<file path="src/rtl/rob_pkg.sv">
// Shared types and sizing for the reorder buffer.
package rob_pkg;

  localparam int unsigned ROB_DEPTH = 16;
  localparam int unsigned ROB_TAG_W = 4;
  localparam int unsigned PREG_W    = 7;
  localparam int unsigned PC_W      = 9;
  localparam int unsigned ARCH_W    = 5;

  typedef logic [ROB_TAG_W-1:0] rob_tag_t;
  // Tag plus a wrap bit in the MSB
  typedef logic [ROB_TAG_W:0]   rob_ptr_t;
  typedef logic [PREG_W-1:0]    preg_t;

  typedef struct packed {
    logic [PC_W-1:0]   pc;
    logic [ARCH_W-1:0] rd;
    preg_t             prd;
    preg_t             old_prd;
    logic              reg_write;
  } rob_entry_t;

endpackage

</file>
<file path="src/rtl/reorder_buffer.sv">
// Reorder buffer: allocates slots at dispatch, marks completion from writeback,
// retires in program order and squashes younger entries on a branch mispredict.
// Optional macro ROB_STATS_EN adds commit and full-stall performance counters.
module reorder_buffer
  import rob_pkg::*;
(
  input  logic                 clk,
  input  logic                 reset,
  input  logic                 dispatch_valid,
  output logic                 dispatch_ready,
  output logic [ROB_TAG_W-1:0] dispatch_tag,
  input  logic [PC_W-1:0]      dispatch_pc,
  input  logic [ARCH_W-1:0]    dispatch_rd,
  input  logic [PREG_W-1:0]    dispatch_prd,
  input  logic [PREG_W-1:0]    dispatch_old_prd,
  input  logic                 dispatch_reg_write,
  input  logic                 wb_valid,
  input  logic [ROB_TAG_W-1:0] wb_tag,
  input  logic                 branch_mispredict,
  input  logic [ROB_TAG_W-1:0] mispredict_tag,
  output logic                 commit_en,
  output logic [ROB_TAG_W-1:0] commit_tag,
  output logic [PC_W-1:0]      commit_pc,
  output logic [ARCH_W-1:0]    commit_rd,
  output logic [PREG_W-1:0]    commit_prd,
  output logic [PREG_W-1:0]    commit_old_preg,
  output logic                 commit_reg_write,
  output logic [ROB_TAG_W:0]   rob_count,
  output logic                 rob_empty,
  output logic                 rob_full
`ifdef ROB_STATS_EN
  ,
  output logic [31:0]          perf_commit_cnt,
  output logic [31:0]          perf_full_stall_cnt
`endif
);

  rob_ptr_t             head_q, head_d;
  rob_ptr_t             tail_q, tail_d;
  logic [ROB_DEPTH-1:0] valid_q, valid_d;
  logic [ROB_DEPTH-1:0] done_q, done_d;
  rob_entry_t           entries_q [ROB_DEPTH];

  rob_tag_t head_idx;
  rob_tag_t tail_idx;
  rob_ptr_t bm_ptr;
  rob_tag_t bm_off;
  logic     dispatch_fire;
  logic     mp_fire;

  assign head_idx = head_q[ROB_TAG_W-1:0];
  assign tail_idx = tail_q[ROB_TAG_W-1:0];

  assign rob_count = tail_q - head_q;
  assign rob_empty = (head_q == tail_q);
  assign rob_full  = (head_idx == tail_idx) && (head_q[ROB_TAG_W] != tail_q[ROB_TAG_W]);

  // No commit bypass: a slot freed this cycle is only reusable next cycle
  assign dispatch_ready = !rob_full && !branch_mispredict;
  assign dispatch_tag   = tail_idx;
  assign dispatch_fire  = dispatch_valid && dispatch_ready;

  assign commit_en        = !rob_empty && valid_q[head_idx] && done_q[head_idx];
  assign commit_tag       = head_idx;
  assign commit_pc        = entries_q[head_idx].pc;
  assign commit_rd        = entries_q[head_idx].rd;
  assign commit_prd       = entries_q[head_idx].prd;
  assign commit_old_preg  = entries_q[head_idx].old_prd;
  assign commit_reg_write = entries_q[head_idx].reg_write;

  // Branch slot below the head index must sit in the next lap
  assign mp_fire = branch_mispredict && valid_q[mispredict_tag];
  assign bm_ptr  = {(mispredict_tag >= head_idx) ? head_q[ROB_TAG_W] : ~head_q[ROB_TAG_W],
                    mispredict_tag};
  // Age of the branch measured from the head
  assign bm_off  = mispredict_tag - head_idx;

  // Next-state for pointers and the valid/done vectors
  always_comb begin
    rob_tag_t slot_off;
    slot_off = '0;
    head_d   = head_q;
    tail_d   = tail_q;
    valid_d  = valid_q;
    done_d   = done_q;

    if (wb_valid && valid_q[wb_tag]) begin
      done_d[wb_tag] = 1'b1;
    end

    if (commit_en) begin
      valid_d[head_idx] = 1'b0;
      done_d[head_idx]  = 1'b0;
      head_d            = head_q + rob_ptr_t'(1);
    end

    if (mp_fire) begin
      tail_d = bm_ptr + rob_ptr_t'(1);
      // Squash is applied after wb so a same-cycle wb to a squashed tag is dropped
      for (int unsigned i = 0; i < ROB_DEPTH; i++) begin
        slot_off = rob_tag_t'(i) - head_idx;
        if (slot_off > bm_off) begin
          valid_d[i] = 1'b0;
          done_d[i]  = 1'b0;
        end
      end
    end else if (dispatch_fire) begin
      valid_d[tail_idx] = 1'b1;
      done_d[tail_idx]  = 1'b0;
      tail_d            = tail_q + rob_ptr_t'(1);
    end
  end

  // Pointer and status state
  always_ff @(posedge clk or posedge reset) begin
    if (reset) begin
      head_q  <= '0;
      tail_q  <= '0;
      valid_q <= '0;
      done_q  <= '0;
    end else begin
      head_q  <= head_d;
      tail_q  <= tail_d;
      valid_q <= valid_d;
      done_q  <= done_d;
    end
  end

  // Payload storage; contents are only meaningful while the valid bit is set
  always_ff @(posedge clk) begin
    if (dispatch_fire) begin
      entries_q[tail_idx] <= '{pc:        dispatch_pc,
                               rd:        dispatch_rd,
                               prd:       dispatch_prd,
                               old_prd:   dispatch_old_prd,
                               reg_write: dispatch_reg_write};
    end
  end

`ifdef ROB_STATS_EN
  // Free-running performance counters, wrapping at 2^32
  always_ff @(posedge clk or posedge reset) begin
    if (reset) begin
      perf_commit_cnt     <= '0;
      perf_full_stall_cnt <= '0;
    end else begin
      if (commit_en) begin
        perf_commit_cnt <= perf_commit_cnt + 32'd1;
      end
      if (dispatch_valid && rob_full) begin
        perf_full_stall_cnt <= perf_full_stall_cnt + 32'd1;
      end
    end
  end
`endif

endmodule
</file>
<file path="config.mk">
export PLATFORM = sky130hd
export DESIGN_NAME = reorder_buffer
export DESIGN_NICKNAME = d
export VERILOG_FILES = /design/src/rtl/rob_pkg.sv /design/src/rtl/reorder_buffer.sv
export SDC_FILE = /design/constraint.sdc
export NUM_CORES = 1
export LEC_CHECK = 0
export ABC_AREA = 0
export CORE_ASPECT_RATIO = 2
export CORE_MARGIN = 5
export CORE_UTILIZATION = 55
export DETAILED_ROUTE_END_ITERATION = 6
export MAX_ROUTING_LAYER = met4
export PLACE_DENSITY = 0.78
export RECOVER_POWER = 50
export SLEW_MARGIN = 10
export SYNTH_ARGS = -nofsm -noshare
export SYNTH_HDL_FRONTEND = slang
export SYNTH_SLANG_ARGS = --single-unit
</file>
<file path="constraint.sdc">
create_clock -name clk -period 9.71 [get_ports clk]
set_clock_uncertainty 0.15 [all_clocks]
set_input_delay 1.4565 -clock clk [delete_from_list [all_inputs] [get_ports clk]]
set_output_delay 1.4565 -clock clk [all_outputs]
set_load 0.02 [all_outputs]
</file>
Word level (Yosys, flattened, before mapping) --
Memory sizes are Yosys's and may differ from the RTL's. Cells that the tools add are included.
Word-level totals: bits in registers 42, latch bits 0, memory bits (writable) 464, bits in read-only memories 0, output and inout port bits 46, word-level logic and storage cells 133, memories kept 1
Operators by class: add/sub/neg operators 21, $mul 0, div/mod/pow operators 0, $lt $le $gt $ge 24, equal/unequal tests 3, shift-type cells 0, multiplexer cells 58, bitwise logic cells 8, reduce and logical (&&, ||, !) cells 14
Memory list:
- entries_q | depth 16, width 29, read ports 1, clocked after memory_dff 0, wr ports 1, line reorder_buffer.sv:42 | rob_entry_t entries_q [ROB_DEPTH];
Operators with widths (count):
- $mux 16 | 7
- $gt 4x4->1 | 16
- $and 16x16->16 | 3
- $mux 1 | 42
- $not 16->16 | 2
- $or 16x16->16 | 2
- $sub 4x4->4 const A | 8
- $lt 4x5->1 const B | 4
- $bmux 1 s4 | 4
- $sub 3x4->4 const A | 4
- $add 5x1->5 const B | 3
- $demux 1 s4 | 3
- $ge 4x1->1 const B | 3
- $logic_and 1x1->1 | 10
- $mux 5 | 2
- $sub 1x4->4 const A | 2
- $sub 2x4->4 const A | 2
- $eq 5x5->1 | 1
- $sub 5x5->5 | 1
- $eq 4x4->1 | 1
- $ge 4x4->1 | 1
- $sub 4x4->4 | 1
- $logic_not 1->1 | 3
- $reduce_bool 2->1 | 1
- other kinds (2) | 2

Longest topological paths before layout --
word-level depth 11, depth in mapped cells 15, mapped depth without buffers 12

Least setup slack after synthesis --
No wires, ideal clock.
kind flip-flop to flip-flop, start point register head_q[3], end point register valid_q[1], library setup time 0.096 ns, data arrival time 5.552 ns, setup slack 3.912 ns, cell stages (with the launch flop) 10, path through dfrtp_1 > buf_2 > inv_2 > buf_1 > ha_1 > nand4_1 > o21ai_0 > nor4_1 > and4b_1 > nor3_1
Between the ends: word-level cells in the longest chain between the ends 10
Ends and longest elaborated chain:
- start, declared | line reorder_buffer.sv:38 | rob_ptr_t head_q, head_d;
- start signal, assigned | line reorder_buffer.sv:117 | head_q <= '0;
- start signal, assigned | line reorder_buffer.sv:122 | head_q <= head_d;
- $lt 4x5->1 (implied by the code) or $ge 4x1->1 (tied branches) | line reorder_buffer.sv:92 | valid_d[head_idx] = 1'b0;
- $logic_and 1x1->1 (implied by the code) | line reorder_buffer.sv:92
- $mux 1 (implied by the code) | line reorder_buffer.sv:92
- $demux 1 s4 | line reorder_buffer.sv:92
- $not 16->16 (no source line)
- $and 16x16->16 (no source line)
- $mux 16 | line reorder_buffer.sv:91 | if (commit_en) begin
- $or 16x16->16 (no source line)
- $mux 16 | line reorder_buffer.sv:107 | end else if (dispatch_fire) begin
- $mux 16 (*) | line reorder_buffer.sv:97 | if (mp_fire) begin
- named net valid_d[1] | line reorder_buffer.sv:40 | logic [ROB_DEPTH-1:0] valid_q, valid_d;
- end signal, assigned | line reorder_buffer.sv:124 | valid_q <= valid_d;
- end, declared | line reorder_buffer.sv:40
The timed path passes the listed nets; every way through them passes the cells marked *. The select of a mux whose other input is x is not followed. A chain may end at the register's enable or synchronous reset.

Final worst setup path --
start point register head_q[1], end point output commit_en
Between the ends: word-level cells in the longest chain between the ends 4
Ends and longest elaborated chain:
- $bmux 1 s4 or $eq 5x5->1 (tied branches) | line reorder_buffer.sv:63, reorder_buffer.sv:55
- $mux 1 (implied by the code) or $logic_not 1->1 (tied branches) | line reorder_buffer.sv:63 | assign commit_en = !rob_empty && valid_q[head_idx] && done_q[head_idx];
- $logic_and 1x1->1 | line reorder_buffer.sv:63
- $logic_and 1x1->1 (*) | line reorder_buffer.sv:63
- end, declared | line reorder_buffer.sv:21 | output logic commit_en,
Every way passes the cells marked *; elsewhere a longest branch is shown, timed or not. The select of a mux whose other input is x is not followed.

==> qor.yml <==
critical_path:
  end_kind: "primary output"
  crit_type: "reg -> out"
  cp_max_fo: 44
  crit_path_start_kind: "flip-flop"
  crit_required_ns: 8.10
  critPathArrivalTime_ns: 5.85
timing:
  relSlewSlack: -0.751
  finalCritPeriodShare: 0.768
  finalSetupTns_ns: 0
  rsz0062_at_grt: "no"
  setup_viol: 0
  fmax_mhz: 134
  tightest_slew_ns: 2.63
  min_period_ns: 7.46
  setup_slack_ns: 2.25
  drv_slew: 121
  finalHoldViolations: 0
synth:
  ys_seq_area_frac: 0.710
  synth_area_leaders: "edfxtp_1, mux4_2, dfrtp_1"
  yosys.area.top_type: "edfxtp_1"
  yosys.area.top_type_share: 0.660
  synth_cell_type_count: 57
  synth.cell_area_sq_mm: 0.0211
  synth_top_flop_cell: "edfxtp_1"
  ys_ff_latch: 506
  async_reset_ff_frac: 0.0830
  synth_cells: 1086
  synth_fp_nets: 1172
  synth_edf_count: 464
  yosysWarnings: 0
  synth.avg_cell_area_sq_um: 19.4
detailed_routing:
  vias: 11033
  firstDrtPassIters: 5
  drt_wl_total_um: 49400
  drcViolationCount: 0
  viasPerCell: 6.34
  avgRoutedWirePerCell_um: 28.4
  postRouteAntennaNets: 0
  drt_iter0_markers: 937
outcome:
  outcome: "complete, but fails checks"
  violations: "capacitance limit, slew limit"
clock_network:
  cts_setup_buffers: 0
  cts_buffers: 42
  path_clk_slew_ns: 0.07
  insertion_delay_ns: 0.54
  cts_tree: "built"
  ctsHtreeMaxLevel: 2
  clock-sinks: 506
  cts_buffer_depth: 3
  cts_resized: 0
  cts-root-buf: "clkbuf_16"
  hold_buffers: 0
global_route:
  grt_max_degree: 112
  grt.overflow.total: 0
  top_usage_layer: "met2"
  grt_pass1_wl_um: 74400
  grt_pass1_vias: 11813
  use_met1: 0.284
  grt_util_all_layers: 0.244
  use_met2: 0.425
  antenna_found_initial: 6
  use_met3: 0.0339
placed_design:
  place_ws_ns: 4.11
  dp.final_hpwl_um: 27200
  place_congestion: 0.925
  dp.cells: 1660
  placed_area_sq_mm: 0.0227
  portBuffers: 87
power:
  ir_worst_vdd_mv: 0.243
  total_power_mw: 7.20
  p_switching_mw: 2.43
  powerDensity_mw_per_mm2: 300
  pwr-share-seq: 0.376
  swShare: 0.337
  p_clk_frac: 0.228
  power_leakage_nw: 7.84
  p_int_mw: 4.78
  combPwrFrac: 0.396
min_path:
  hp-class: "reg -> reg"
floorplanning:
  start_util: 0.555
  ios: 88
  rows: 101
  die_height_um: 287
  die_area_sq_mm: 0.0427
  fp.dieW_um: 149
  coreArea_sq_mm: 0.0380
flow_run:
  maxCapViolCount: 3
cells_and_area:
  nNetsFinal: 1275
  syn2layout_area_growth_pct: 13.5
  final_layout_size_suffix_gt1_frac: 0.205
  instances_no_fill: 1740
  final_area_sq_mm: 0.0240
state kept, by name, summed over array words and instances, names as in the netlist:
signal / count
head_q: 5
tail_q: 5
valid_q: 16
entries_q: 464
done_q: 16
power by group through the flow:
stage                     logic [mW]  registers (mW)  clock network, mW
after floorplan                 2.02            2.65                  0
final                           2.85            2.70               1.64
after detailed placement        2.85            2.75                  0
after global placement          2.81            2.74                  0
after global routing            3.06            2.72               1.78
after CTS                       2.87            2.71               1.67
synthesized netlist by cell type, types with 12 or more instances:
cell,number
edfxtp_1,464
mux4_2,147
dfrtp_1,42
ha_1,42
inv_1,38
nor2_1,38
nand2_1,35
o21ai_0,21
clkbuf_1,20
xnor2_1,17
a21oi_1,16
a31oi_1,16
buf_2,16
nand3_1,13
nor3_1,12
xor2_1,12
worst max-delay path: stages (launching register included):
cell	delay (ns)
dfrtp_1	1.89
inv_1	0.84
ha_1	0.58
nand4_1	0.21
o21ai_0	0.23
o22a_1	0.54
inv_1	0.37
clkdlybuf4s50_1	0.64
logic make-up (layout without fill, tap and decap cells):
logic type	count (synthesis)	in the layout	share of synthesized area
flops	506	506	0.710
mux	155	155	0.161
simple gates	140	140	0.0321
compound gates	111	111	0.0357
buf+inv	93	227	0.0196
fa+ha+maj	52	52	0.0306
xor+xnor	29	29	0.0120
other cells	0	5	0
cells in the final DEF (no fill, tap or decap), types with 9 or more instances in the layout:
cell / count
edfxtp_1: 464
clkdlybuf4s50_1: 52
clkbuf_16: 43
a31oi_1: 16
xor2_1: 12
xnor2_1: 17
a21oi_1: 16
inv_1: 38
dlygate4sd3_1: 35
o21ai_0: 21
nor2b_1: 10
ha_1: 42
dfrtp_1: 41
mux4_2: 147
buf_4: 20
nand3_1: 13
a2111oi_0: 9
nor2_1: 30
nand2_1: 35
clkinv_1: 10
final timing paths:
| path | from | endpoint | slack, ns | cells past startpoint |
|---|---|---|---|---|
| worst max-delay path | head_q[1] | commit_en | 2.25 | 7 |
| worst min-delay path | done_q[15] | done_q[15] | 0.41 | 2 |
| worst max register to register | head_q[1] | valid_q[1] | 3.00 | 8 |
| worst min register to register | done_q[15] | done_q[15] | 0.41 | 2 |
| max in group asynchronous | reset | head_q[2] | 5.70 | 3 |
| min in group asynchronous | reset | head_q[2] | 2.13 | 3 |
layer usage:
| metal | vias up | routed length [um] |
|---|---|---|
| met5 | - | 0 |
| met3 | 143 | 2800 |
| met1 | 5766 | 17400 |
| li1 | 4642 | - |
| met2 | 482 | 26900 |
| met4 | 0 | 2300 |
through the flow:
stage          hold slack, ns   util
2_1_floorplan           0.365      -
3_3_place_gp            0.381  0.596
3_5_place_dp            0.397  0.596
4_1_cts                 0.414  0.631
5_1_grt                 0.428  0.630
6_report                0.408  0.630
final cells by class:
class	count	area, sq um
multi-input cells	487	5810
flip-flops and latches	506	15000
diodes	5	12.5
clock buffers	49	1100
fillers	2582	14100
inverters	42	160
repair buffers	110	1050
clock inverters	26	216
well taps	515	644
(Power assumes the default switching activity.)
